### config.mk
export PLATFORM = sky130hd
export DESIGN_NAME = operand_forward_unit_flat
export DESIGN_NICKNAME = d
export VERILOG_FILES = /design/src/rtl/operand_forward_unit_if.sv /design/src/rtl/operand_forward_unit.sv /design/src/flat_wrapper.sv
export SDC_FILE = /design/constraint.sdc
export NUM_CORES = 1
export LEC_CHECK = 0
export ABC_AREA = 1
export CAP_MARGIN = 20
export CORE_ASPECT_RATIO = 1.75
export CORE_UTILIZATION = 42
export CTS_CLUSTER_DIAMETER = 150
export DETAILED_ROUTE_END_ITERATION = 16
export PLACE_DENSITY = 0.9
export SLEW_MARGIN = 10
export SYNTH_ARGS = -nofsm -noshare
export SYNTH_HDL_FRONTEND = slang
export SYNTH_SLANG_ARGS = --single-unit
### constraint.sdc
create_clock -name clk -period 1.9 [get_ports clk]
set_input_delay 0.475 -clock clk [delete_from_list [all_inputs] [get_ports clk]]
set_output_delay 0.475 -clock clk [all_outputs]
set_load 0.05 [all_outputs]
### src/rtl/operand_forward_unit_if.sv
// Operand-forwarding bus: pipeline hazard inputs, register/bypass data, forwarded operands out.
// master drives the pipeline side, slave is the forwarding unit.
interface operand_forward_unit_if #(
   parameter int NBits   = 32,
   parameter int NAddr   = 5,
   parameter int CntBits = 16
);
   logic               Enable_i;
   logic               Clear_i;
   logic [NAddr-1:0]   Rs_i;
   logic [NAddr-1:0]   Rt_i;
   logic [NAddr-1:0]   ExMem_Rd_i;
   logic               ExMem_RegWrite_i;
   logic               ExMem_MemRead_i;
   logic [NAddr-1:0]   MemWb_Rd_i;
   logic               MemWb_RegWrite_i;
   logic [NBits-1:0]   RegFile_A_i;
   logic [NBits-1:0]   RegFile_B_i;
   logic [NBits-1:0]   ExMem_ALU_i;
   logic [NBits-1:0]   MemWb_Data_i;
   logic [NBits-1:0]   OperandA_o;
   logic [NBits-1:0]   OperandB_o;
   logic [1:0]         SelA_o;
   logic [1:0]         SelB_o;
   logic               Valid_o;
   logic               Stall_o;
   logic [CntBits-1:0] ForwardCount_o;

   modport master (
      output Enable_i, Clear_i, Rs_i, Rt_i, ExMem_Rd_i, ExMem_RegWrite_i, ExMem_MemRead_i,
             MemWb_Rd_i, MemWb_RegWrite_i, RegFile_A_i, RegFile_B_i, ExMem_ALU_i, MemWb_Data_i,
      input  OperandA_o, OperandB_o, SelA_o, SelB_o, Valid_o, Stall_o, ForwardCount_o
   );

   modport slave (
      input  Enable_i, Clear_i, Rs_i, Rt_i, ExMem_Rd_i, ExMem_RegWrite_i, ExMem_MemRead_i,
             MemWb_Rd_i, MemWb_RegWrite_i, RegFile_A_i, RegFile_B_i, ExMem_ALU_i, MemWb_Data_i,
      output OperandA_o, OperandB_o, SelA_o, SelB_o, Valid_o, Stall_o, ForwardCount_o
   );
endinterface

### src/rtl/operand_forward_unit.sv
// Selects EX/MEM or MEM/WB bypass data for operands A/B and registers them; one clock latency.
// Load-use hazard raises Stall_o combinationally and inserts exactly one bubble; Enable_i=0 holds.
module operand_forward_unit #(
   parameter int NBits   = 32,
   parameter int NAddr   = 5,
   parameter int CntBits = 16
) (
   input logic                    clk,
   input logic                    reset,
   operand_forward_unit_if.slave  bus
);
   typedef enum logic {RUN = 1'b0, STALL = 1'b1} state_t;

   localparam logic [1:0]         SelRf  = 2'b00;
   localparam logic [1:0]         SelWb  = 2'b01;
   localparam logic [1:0]         SelEx  = 2'b10;
   localparam logic [CntBits-1:0] CntMax = {CntBits{1'b1}};

   state_t             r_state;
   state_t             w_next_state;
   logic [NBits-1:0]   r_opa;
   logic [NBits-1:0]   r_opb;
   logic [1:0]         r_sela;
   logic [1:0]         r_selb;
   logic               r_valid;
   logic [CntBits-1:0] r_cnt;

   logic             w_ex_match_a;
   logic             w_ex_match_b;
   logic             w_wb_match_a;
   logic             w_wb_match_b;
   logic [1:0]       w_sela;
   logic [1:0]       w_selb;
   logic [NBits-1:0] w_opa;
   logic [NBits-1:0] w_opb;
   logic             w_load_use;
   logic             w_capture;
   logic             w_stall;
   logic             w_forwarded;

   // Register 0 is hardwired zero, so a write to it never forwards.
   assign w_ex_match_a = bus.ExMem_RegWrite_i && (bus.ExMem_Rd_i != '0) && (bus.ExMem_Rd_i == bus.Rs_i);
   assign w_ex_match_b = bus.ExMem_RegWrite_i && (bus.ExMem_Rd_i != '0) && (bus.ExMem_Rd_i == bus.Rt_i);
   assign w_wb_match_a = bus.MemWb_RegWrite_i && (bus.MemWb_Rd_i != '0) && (bus.MemWb_Rd_i == bus.Rs_i);
   assign w_wb_match_b = bus.MemWb_RegWrite_i && (bus.MemWb_Rd_i != '0) && (bus.MemWb_Rd_i == bus.Rt_i);

   assign w_sela = w_ex_match_a ? SelEx : (w_wb_match_a ? SelWb : SelRf);
   assign w_selb = w_ex_match_b ? SelEx : (w_wb_match_b ? SelWb : SelRf);

   assign w_opa = w_ex_match_a ? bus.ExMem_ALU_i : (w_wb_match_a ? bus.MemWb_Data_i : bus.RegFile_A_i);
   assign w_opb = w_ex_match_b ? bus.ExMem_ALU_i : (w_wb_match_b ? bus.MemWb_Data_i : bus.RegFile_B_i);

   assign w_load_use  = bus.ExMem_MemRead_i && (w_ex_match_a || w_ex_match_b);
   assign w_forwarded = (w_sela != SelRf) || (w_selb != SelRf);

   always_ff @(posedge clk or negedge reset) begin
      if (!reset) begin
         r_state <= RUN;
      end else begin
         r_state <= w_next_state;
      end
   end

   // In STALL the EX/MEM slot holds the bubble, so the hazard check is skipped.
   always_comb begin
      w_next_state = r_state;
      w_capture    = 1'b0;
      w_stall      = 1'b0;
      case (r_state)
         RUN: begin
            if (bus.Enable_i) begin
               if (w_load_use) begin
                  w_stall      = 1'b1;
                  w_next_state = STALL;
               end else begin
                  w_capture = 1'b1;
               end
            end
         end
         STALL: begin
            if (bus.Enable_i) begin
               w_capture    = 1'b1;
               w_next_state = RUN;
            end
         end
         default: begin
            w_next_state = RUN;
         end
      endcase
   end

   always_ff @(posedge clk or negedge reset) begin
      if (!reset) begin
         r_opa   <= '0;
         r_opb   <= '0;
         r_sela  <= SelRf;
         r_selb  <= SelRf;
         r_valid <= 1'b0;
      end else begin
         r_valid <= w_capture;
         if (w_capture) begin
            r_opa  <= w_opa;
            r_opb  <= w_opb;
            r_sela <= w_sela;
            r_selb <= w_selb;
         end
      end
   end

   always_ff @(posedge clk or negedge reset) begin
      if (!reset) begin
         r_cnt <= '0;
      end else if (bus.Clear_i) begin
         r_cnt <= '0;
      end else if (w_capture && w_forwarded && (r_cnt != CntMax)) begin
         r_cnt <= r_cnt + 1'b1;
      end
   end

   assign bus.OperandA_o     = r_opa;
   assign bus.OperandB_o     = r_opb;
   assign bus.SelA_o         = r_sela;
   assign bus.SelB_o         = r_selb;
   assign bus.Valid_o        = r_valid;
   assign bus.ForwardCount_o = r_cnt;
   assign bus.Stall_o        = w_stall && reset;
endmodule

### src/flat_wrapper.sv
// flat-port wrapper written by rule: the top's interface ports become plain ports
module operand_forward_unit_flat 
#(
   parameter int NBits   = 32,
   parameter int NAddr   = 5,
   parameter int CntBits = 16
)
  (clk, reset, bus_Enable_i, bus_Clear_i, bus_Rs_i, bus_Rt_i, bus_ExMem_Rd_i, bus_ExMem_RegWrite_i, bus_ExMem_MemRead_i, bus_MemWb_Rd_i, bus_MemWb_RegWrite_i, bus_RegFile_A_i, bus_RegFile_B_i, bus_ExMem_ALU_i, bus_MemWb_Data_i, bus_OperandA_o, bus_OperandB_o, bus_SelA_o, bus_SelB_o, bus_Valid_o, bus_Stall_o, bus_ForwardCount_o);
  operand_forward_unit_if #(.NBits(NBits), .NAddr(NAddr), .CntBits(CntBits)) bus_i ();
  input logic clk;
  input logic reset;
  input wire logic [$bits(bus_i.Enable_i)-1:0] bus_Enable_i;
  input wire logic [$bits(bus_i.Clear_i)-1:0] bus_Clear_i;
  input wire logic [$bits(bus_i.Rs_i)-1:0] bus_Rs_i;
  input wire logic [$bits(bus_i.Rt_i)-1:0] bus_Rt_i;
  input wire logic [$bits(bus_i.ExMem_Rd_i)-1:0] bus_ExMem_Rd_i;
  input wire logic [$bits(bus_i.ExMem_RegWrite_i)-1:0] bus_ExMem_RegWrite_i;
  input wire logic [$bits(bus_i.ExMem_MemRead_i)-1:0] bus_ExMem_MemRead_i;
  input wire logic [$bits(bus_i.MemWb_Rd_i)-1:0] bus_MemWb_Rd_i;
  input wire logic [$bits(bus_i.MemWb_RegWrite_i)-1:0] bus_MemWb_RegWrite_i;
  input wire logic [$bits(bus_i.RegFile_A_i)-1:0] bus_RegFile_A_i;
  input wire logic [$bits(bus_i.RegFile_B_i)-1:0] bus_RegFile_B_i;
  input wire logic [$bits(bus_i.ExMem_ALU_i)-1:0] bus_ExMem_ALU_i;
  input wire logic [$bits(bus_i.MemWb_Data_i)-1:0] bus_MemWb_Data_i;
  output wire logic [$bits(bus_i.OperandA_o)-1:0] bus_OperandA_o;
  output wire logic [$bits(bus_i.OperandB_o)-1:0] bus_OperandB_o;
  output wire logic [$bits(bus_i.SelA_o)-1:0] bus_SelA_o;
  output wire logic [$bits(bus_i.SelB_o)-1:0] bus_SelB_o;
  output wire logic [$bits(bus_i.Valid_o)-1:0] bus_Valid_o;
  output wire logic [$bits(bus_i.Stall_o)-1:0] bus_Stall_o;
  output wire logic [$bits(bus_i.ForwardCount_o)-1:0] bus_ForwardCount_o;
  assign bus_i.Enable_i = bus_Enable_i;
  assign bus_i.Clear_i = bus_Clear_i;
  assign bus_i.Rs_i = bus_Rs_i;
  assign bus_i.Rt_i = bus_Rt_i;
  assign bus_i.ExMem_Rd_i = bus_ExMem_Rd_i;
  assign bus_i.ExMem_RegWrite_i = bus_ExMem_RegWrite_i;
  assign bus_i.ExMem_MemRead_i = bus_ExMem_MemRead_i;
  assign bus_i.MemWb_Rd_i = bus_MemWb_Rd_i;
  assign bus_i.MemWb_RegWrite_i = bus_MemWb_RegWrite_i;
  assign bus_i.RegFile_A_i = bus_RegFile_A_i;
  assign bus_i.RegFile_B_i = bus_RegFile_B_i;
  assign bus_i.ExMem_ALU_i = bus_ExMem_ALU_i;
  assign bus_i.MemWb_Data_i = bus_MemWb_Data_i;
  assign bus_OperandA_o = bus_i.OperandA_o;
  assign bus_OperandB_o = bus_i.OperandB_o;
  assign bus_SelA_o = bus_i.SelA_o;
  assign bus_SelB_o = bus_i.SelB_o;
  assign bus_Valid_o = bus_i.Valid_o;
  assign bus_Stall_o = bus_i.Stall_o;
  assign bus_ForwardCount_o = bus_i.ForwardCount_o;
  operand_forward_unit #(.NBits(NBits), .NAddr(NAddr), .CntBits(CntBits)) u_core (.clk(clk), .reset(reset), .bus(bus_i));
endmodule
==> impl_metrics.yaml, run 1 <==
run_status:
  status: "finished with violations"
  violations: "setup timing"
final_layout:
  fillCellCount: 994
  final_cells: 1213
  nNetsFinal: 1199
  n_antenna_cell: 0
  final_util: 0.697
  drive_above_1_share: 0.191
  syn_to_final_growth_pct: 61.2
  final_area_um2: 8420
synth:
  synthAdderAreaFrac: 0.00240
  synth-async-reset-ratio: 1.00
  synth_xor_area_frac: 0.0503
  yosysWarnings: 0
  ys_types: 27
  synthSimpleGateAreaFrac: 0.466
  synth_area_um2: 5220
  synth.top_cells.by_area: "dfrtp_1 41%, nand2_1 31%, nand3_1 8.5%, xor2_1 3.9%, buf_2 2.3%"
  synth_compound_area_frac: 0.00599
  synth_common_cells: "438 x nand2_1, 89 x nand3_1, 86 x dfrtp_1, 30 x inv_1, 29 x nor2_1"
  yosysMostFrequentCell: "nand2_1"
  synth_top_family_by_area: "simple AND/OR/NAND/NOR gates"
  synthMuxAreaShare: 0
  ys_seq_area_frac: 0.412
  synth.ff_latch_count: 86
  syn_avg_cell_area_um2: 6.70
  yosysTopAreaCell: "dfrtp_1"
  synth-edff-count: 0
  netlist_instances: 780
  synth_nets: 936
  yosys.area.top_type_share: 0.412
  synth_ff_type: "dfrtp_1"
floorplan:
  ioPinCount: 241
  dieArea_um2: 12900
  die_w_um: 86.3
  coreArea_um2: 12100
  rows: 53
  initial_core_util: 0.433
  die_h_um: 150
job:
  maxCapViolCount: 0
global_route:
  grt_first_pass_wirelength_um: 28700
  grt_max_degree: 87
  antenna_found_initial: 0
  grt_pass1_vias: 6078
  grt.total_usage: 0.288
  grt_overflow: 0
power:
  p_int_w: 0.00400
  clkPwrFrac: 0.344
  leakage_nw: 4.37
  power_density_nw_per_um2: 707
  power_switching_w: 0.00195
  combinationalPowerShare: 0.307
  ir_drop_v: 0.000473
  p_sw_frac: 0.327
  seq_power_share: 0.349
drt:
  ant_nets: 0
  first_pass_iters: 5
  initialDrtViolationCount: 386
  wl_per_cell_um: 15.4
  routed_wl_um: 18700
  num_vias: 6167
  drc: 0
  viasPerCell: 5.08
place:
  placed_area_um2: 7940
  place_hpwl_um: 13400
  gp_congestion: 0.964
  dp.cells: 1190
  post-place-ws_ps: -554
  io_buffers: 240
worst_setup_path:
  r2r_setup_slack_ps: 130
  critical_path_buf_inv_count: 3
  r2r-end: "u_core.bus.ForwardCount_o[13]"
  cp_cell_sequence: "clkdlybuf4s50_1, inv_1, nor2_2, nand2_2, nor2_4, buf_12"
  slowest_stage: "clkdlybuf4s50_1"
  required_ps: 1420
  critical_path.top_delay_family: "buffers and inverters"
  worstSetupPathType: "in -> out"
  cp_max_fo: 2
  rr_worst_depth: 9
  r2r-start: "u_core.bus.ForwardCount_o[0]"
  cp-end-kind: "output port"
  arrival_ps: 1480
  cp_slowest_stage_delay_ps: 470
  worst_setup_path_start_kind: "input port"
clocking:
  ctsRootBufferMaster: "clkbuf_16"
  cts_buffers: 9
  cts_tree: "yes"
  clk_pin_slew_ps: 60
  cts_hold_buffers: 0
  cts_buffer_depth: 2
  clock-sinks: 86
  h-tree-depth: 3
  clk_latency_ps: 330
timing:
  max_freq_mhz: 512
  slew_violations: 0
  maxSlewHeadroom: 0.671
  tightest_slew_ps: 494
  period_minus_slack_ps: 1950
  rsz0062_at_grt: "true"
  period_share: 1.03
  setup_viol: 1
  worst_slack_ps: -52.6
  skew_ps: 5.67
  hold_viol_final: 0
worst_hold_path:
  hold_path_class: "in -> async"
-- how the worst max path moves through the flow --
stage,from,end,slack [ps],depth (start not counted)
2_1_floorplan,bus_Rs_i[0],bus_Stall_o,-20,7
3_3_place_gp,bus_ExMem_Rd_i[1],bus_Stall_o,-440,9
3_5_place_dp,bus_ExMem_Rd_i[1],u_core.bus.ForwardCount_o[2],-550,13
4_1_cts,bus_Rt_i[0],bus_Stall_o,-40,9
5_1_grt,bus_ExMem_MemRead_i,bus_Stall_o,-90,6
6_report,bus_ExMem_MemRead_i,bus_Stall_o,-50,6
-- sequential cells by signal, summed over array words and instances (netlist names) --
name                       count
u_core.r_state                 1
u_core.bus.OperandB_o         32
u_core.bus.ForwardCount_o     16
u_core.bus.Valid_o             1
u_core.bus.SelB_o              2
u_core.bus.OperandA_o         32
u_core.bus.SelA_o              2
-- worst register-to-register path, delay by kind of cell (launching register included) --
kind | cells | cell delay (ps)
fa+ha+maj | 1 | 180
flops | 1 | 420
simple gates | 7 | 900
buf+inv | 1 | 160
-- through the flow --
stage	power [W]	hold slack, ps	setup TNS [ps]
floorplan	0.00303	179	-23.1
global placement	0.00387	456	-33730
detailed placement	0.00390	466	-42780
CTS	0.00596	219	-36.0
global route	0.00617	245	-114
finish	0.00595	178	-52.6
-- power groups by stage --
stage	clock, W	combinational [W]	sequential [W]
floorplan	0	0.000386	0.00265
global placement	0	0.00177	0.00210
detailed placement	0	0.00179	0.00211
CTS	0.00209	0.00180	0.00207
global route	0.00215	0.00193	0.00209
finish	0.00205	0.00183	0.00207
-- layout by cell type, fill, tap and decap left out, types with 5 or more instances in the layout --
master           count
inv_1               28
buf_4              119
dfrtp_1             84
clkdlybuf4s50_1    132
buf_12              17
buf_2               10
nand2_1            435
nand2_2              5
nor2_2               6
xor2_1              23
nand4_1             17
nor2_1              24
clkbuf_16           10
nand3_1             87
-- metal layers --
| metal | wire length (um) | GRT usage | vias to the layer above |
|---|---|---|---|
| li1 | - | - | 2957 |
| met1 | 6820 | 0.307 | 2859 |
| met2 | 9840 | 0.535 | 299 |
| met3 | 1330 | 0.0546 | 52 |
| met4 | 705 | 0.138 | 0 |
| met5 | 0 | 0 | - |
-- kinds of logic (layout without fill, tap and decap cells) --
| logic type | Yosys count | in the layout |
|---|---|---|
| flops | 86 | 86 |
| simple gates | 588 | 588 |
| compound gates | 4 | 4 |
| xor+xnor | 30 | 30 |
| buf+inv | 71 | 339 |
| fa+ha+maj | 1 | 1 |
-- timing repair --
| item | CTS | global route |
|---|---|---|
| buffers inserted | 3 | 3 |
| setup endpoints to repair | 85 | 81 |
| cloned | 0 | 1 |
| pin swaps | 15 | 10 |
| resized for setup | 78 | 19 |
-- layout make-up --
| class | instances | area, um^2 | area share |
|---|---|---|---|
| flip-flops and latches | 86 | 2150 | 0.256 |
| clock buffers | 9 | 225 | 0.0268 |
| inverters | 32 | 120 | 0.0143 |
| repair buffers | 291 | 2760 | 0.327 |
| multi-input cells | 623 | 2840 | 0.337 |
| clock inverters | 7 | 120 | 0.0143 |
| well taps | 165 | 206 | 0.0245 |
Note: power is estimated with default switching activity, not from simulation.
==> run 2: changes to the inputs <==
Settings changed: CORE_UTILIZATION 42 to 38, PLACE_DENSITY 0.9 to 0.87, TNS_END_PERCENT from default to 5.
Clock period 1.9 ns to 1.6 ns, I/O delays scaled along.
==> run 2 against run 1 <==
  * The run still ends with setup timing left
  * First-iteration DRC count up 21%
  * Sequential share of layout area fell by 3.5 points
  * Cell count grew 1.8%
  * Via count is 3.4% higher
  * Routed wire length rose by 14%
  * Clock power about the same
  * Setup slack worse by 99 ps
  * Sequential power grew 24%
  * Combinational power increased by 48%
  * Flip-flop and latch count unchanged
  * Critical path depth grew 3
  * Largest cell class is now non-clock buffers
==> impl_metrics.yaml, run 2 (synthesis results as in run 1) <==
worst_setup_path:
  cp_max_fo: 3
  worst_setup_path_start_kind: "input port"
  arrival_ps: 1350
  rr_worst_depth: 9
  worstSetupPathType: "in -> out"
  r2r-start: "u_core.bus.ForwardCount_o[1]"
  crit_start: "bus_ExMem_Rd_i[0]"
  r2r_setup_slack_ps: -80
  required_ps: 1200
  r2r-end: "u_core.bus.ForwardCount_o[12]"
  cp-end-kind: "output port"
floorplan:
  die_w_um: 90.6
  dieArea_um2: 14200
  die_h_um: 157
  coreArea_um2: 13400
  initial_core_util: 0.390
  ioPinCount: 241
  rows: 56
final_layout:
  layout_commonest_cell: "nand2_1"
  syn_to_final_growth_pct: 87.3
  final_cells: 1235
  final_cell_mix: "429 x nand2_1, 131 x clkdlybuf4s50_1, 98 x buf_12"
  nNetsFinal: 1209
  final_util: 0.731
  drive_above_1_share: 0.241
  final_area_um2: 9780
timing:
  period_share: 1.09
  slew_violations: 0
  hold_viol_final: 0
  maxSlewHeadroom: 0.683
  period_minus_slack_ps: 1750
  tightest_slew_ps: 475
  setup_viol: 86
  rsz0062_at_grt: "true"
  worst_slack_ps: -152
  max_freq_mhz: 571
  skew_ps: 8.44
clocking:
  cts_buffer_depth: 2
  clk_latency_ps: 340
  h-tree-depth: 3
  cts_buffers: 9
  clock-sinks: 86
  ctsRootBufferMaster: "clkbuf_16"
  cts_tree: "yes"
  clk_pin_slew_ps: 70
place:
  post-place-ws_ps: -703
  placed_area_um2: 9010
  place_hpwl_um: 15200
  io_buffers: 240
  gp_congestion: 0.923
  dp.cells: 1201
drt:
  routed_wl_um: 21200
  num_vias: 6375
  initialDrtViolationCount: 467
  drc: 0
  wl_per_cell_um: 17.2
  ant_nets: 0
  first_pass_iters: 5
  viasPerCell: 5.16
global_route:
  grt_first_pass_wirelength_um: 32000
  grt_max_degree: 87
  grt.total_usage: 0.291
  grt_pass1_vias: 6461
  antenna_found_initial: 2
  grt_overflow: 0
power:
  seq_power_share: 0.351
  p_int_w: 0.00482
  p_sw_frac: 0.344
  power_switching_w: 0.00252
  combinationalPowerShare: 0.368
  leakage_nw: 4.80
  ir_drop_v: 0.000585
  clkPwrFrac: 0.281
  power.total_w: 0.00734
  power_density_nw_per_um2: 750
run_status:
  violations: "setup timing"
  status: "finished with violations"
job:
  maxCapViolCount: 0
worst_hold_path:
  hold_path_class: "in -> async"
[run 2: cell types whose count changed in the layout (fill, tap and decap cells not counted), sizes merged]
cell           before  now
clkinvlp            1    0
dlymetal6s2s        2    1
bufinv              3    0
clkbuf             11   17
diode               0    3
clkinv              2    5
dlygate4sd2         4    1
nand2             441  442
buf               151  160
clkdlybuf4s50     132  131
[run 2: cell type report]
class                   instances  area (um^2)
inverters                      32          133
flip-flops and latches         86         2160
fillers                       904         3600
clock inverters                 6         55.1
multi-input cells             624         3040
diodes                          3         7.51
clock buffers                  10          239
well taps                     174          218
repair buffers                300         3920
[run 2: what timing repair did]
| item | 4_1_cts | 5_1_grt |
|---|---|---|
| pin swaps | 25 | 28 |
| setup endpoints to repair | 87 | 87 |
| gates resized for setup | 109 | 70 |
| cloned | 3 | 2 |
| buffers inserted | 7 | 4 |
| hold buffers | 0 | 0 |
[run 2: worst max-delay path by stage]
stage | end | slack [ps] | cells past startpoint
floorplan | u_core.bus.ForwardCount_o[11] | -190 | 10
global placement | bus_Stall_o | -670 | 9
detailed placement | u_core.bus.ForwardCount_o[1] | -700 | 11
CTS | bus_Stall_o | -170 | 9
global route | u_core.bus.ForwardCount_o[1] | -230 | 12
finish | bus_Stall_o | -150 | 9
[run 2: layer usage]
layer | track usage | wire length [um] | up-vias | share of wire
met5 | 0 | 0 | - | 0
met2 | 0.527 | 11300 | 341 | 0.53
met4 | 0.220 | 1540 | 0 | 0.072
met1 | 0.297 | 7130 | 2936 | 0.34
met3 | 0.0512 | 1260 | 117 | 0.059
li1 | - | - | 2981 | -
[run 2: power groups by stage]
stage	clock [W]	combinational [W]	sequential [W]
finish	0.00206	0.00270	0.00257
CTS	0.00208	0.00261	0.00257
floorplan	0	0.000460	0.00314
global route	0.00217	0.00284	0.00259
detailed placement	0	0.00257	0.00261
global placement	0	0.00254	0.00260
[run 2: through the flow]
step / TNS [ps] / hold slack (ps)
6_report: -5130 / 159
5_1_grt: -14860 / 195
4_1_cts: -1250 / 186
3_5_place_dp: -54260 / 505
3_3_place_gp: -50610 / 488
2_1_floorplan: -2370 / 104
[run 2: critical path, stage by stage]
cell	delay, ps
buf_12	110
xnor2_4	150
nand2_1	80
nor2_2	140
nand3_4	100
nand2_4	90
nand2_4	50
nor2_4	90
buf_12	140
==> run 3: changes to the inputs <==
Settings changed: ABC_CLOCK_PERIOD_IN_PS from default to 1600.
==> results of run 3 <==
Same layout as run 2: the final DEF is identical, and so are final timing and power.
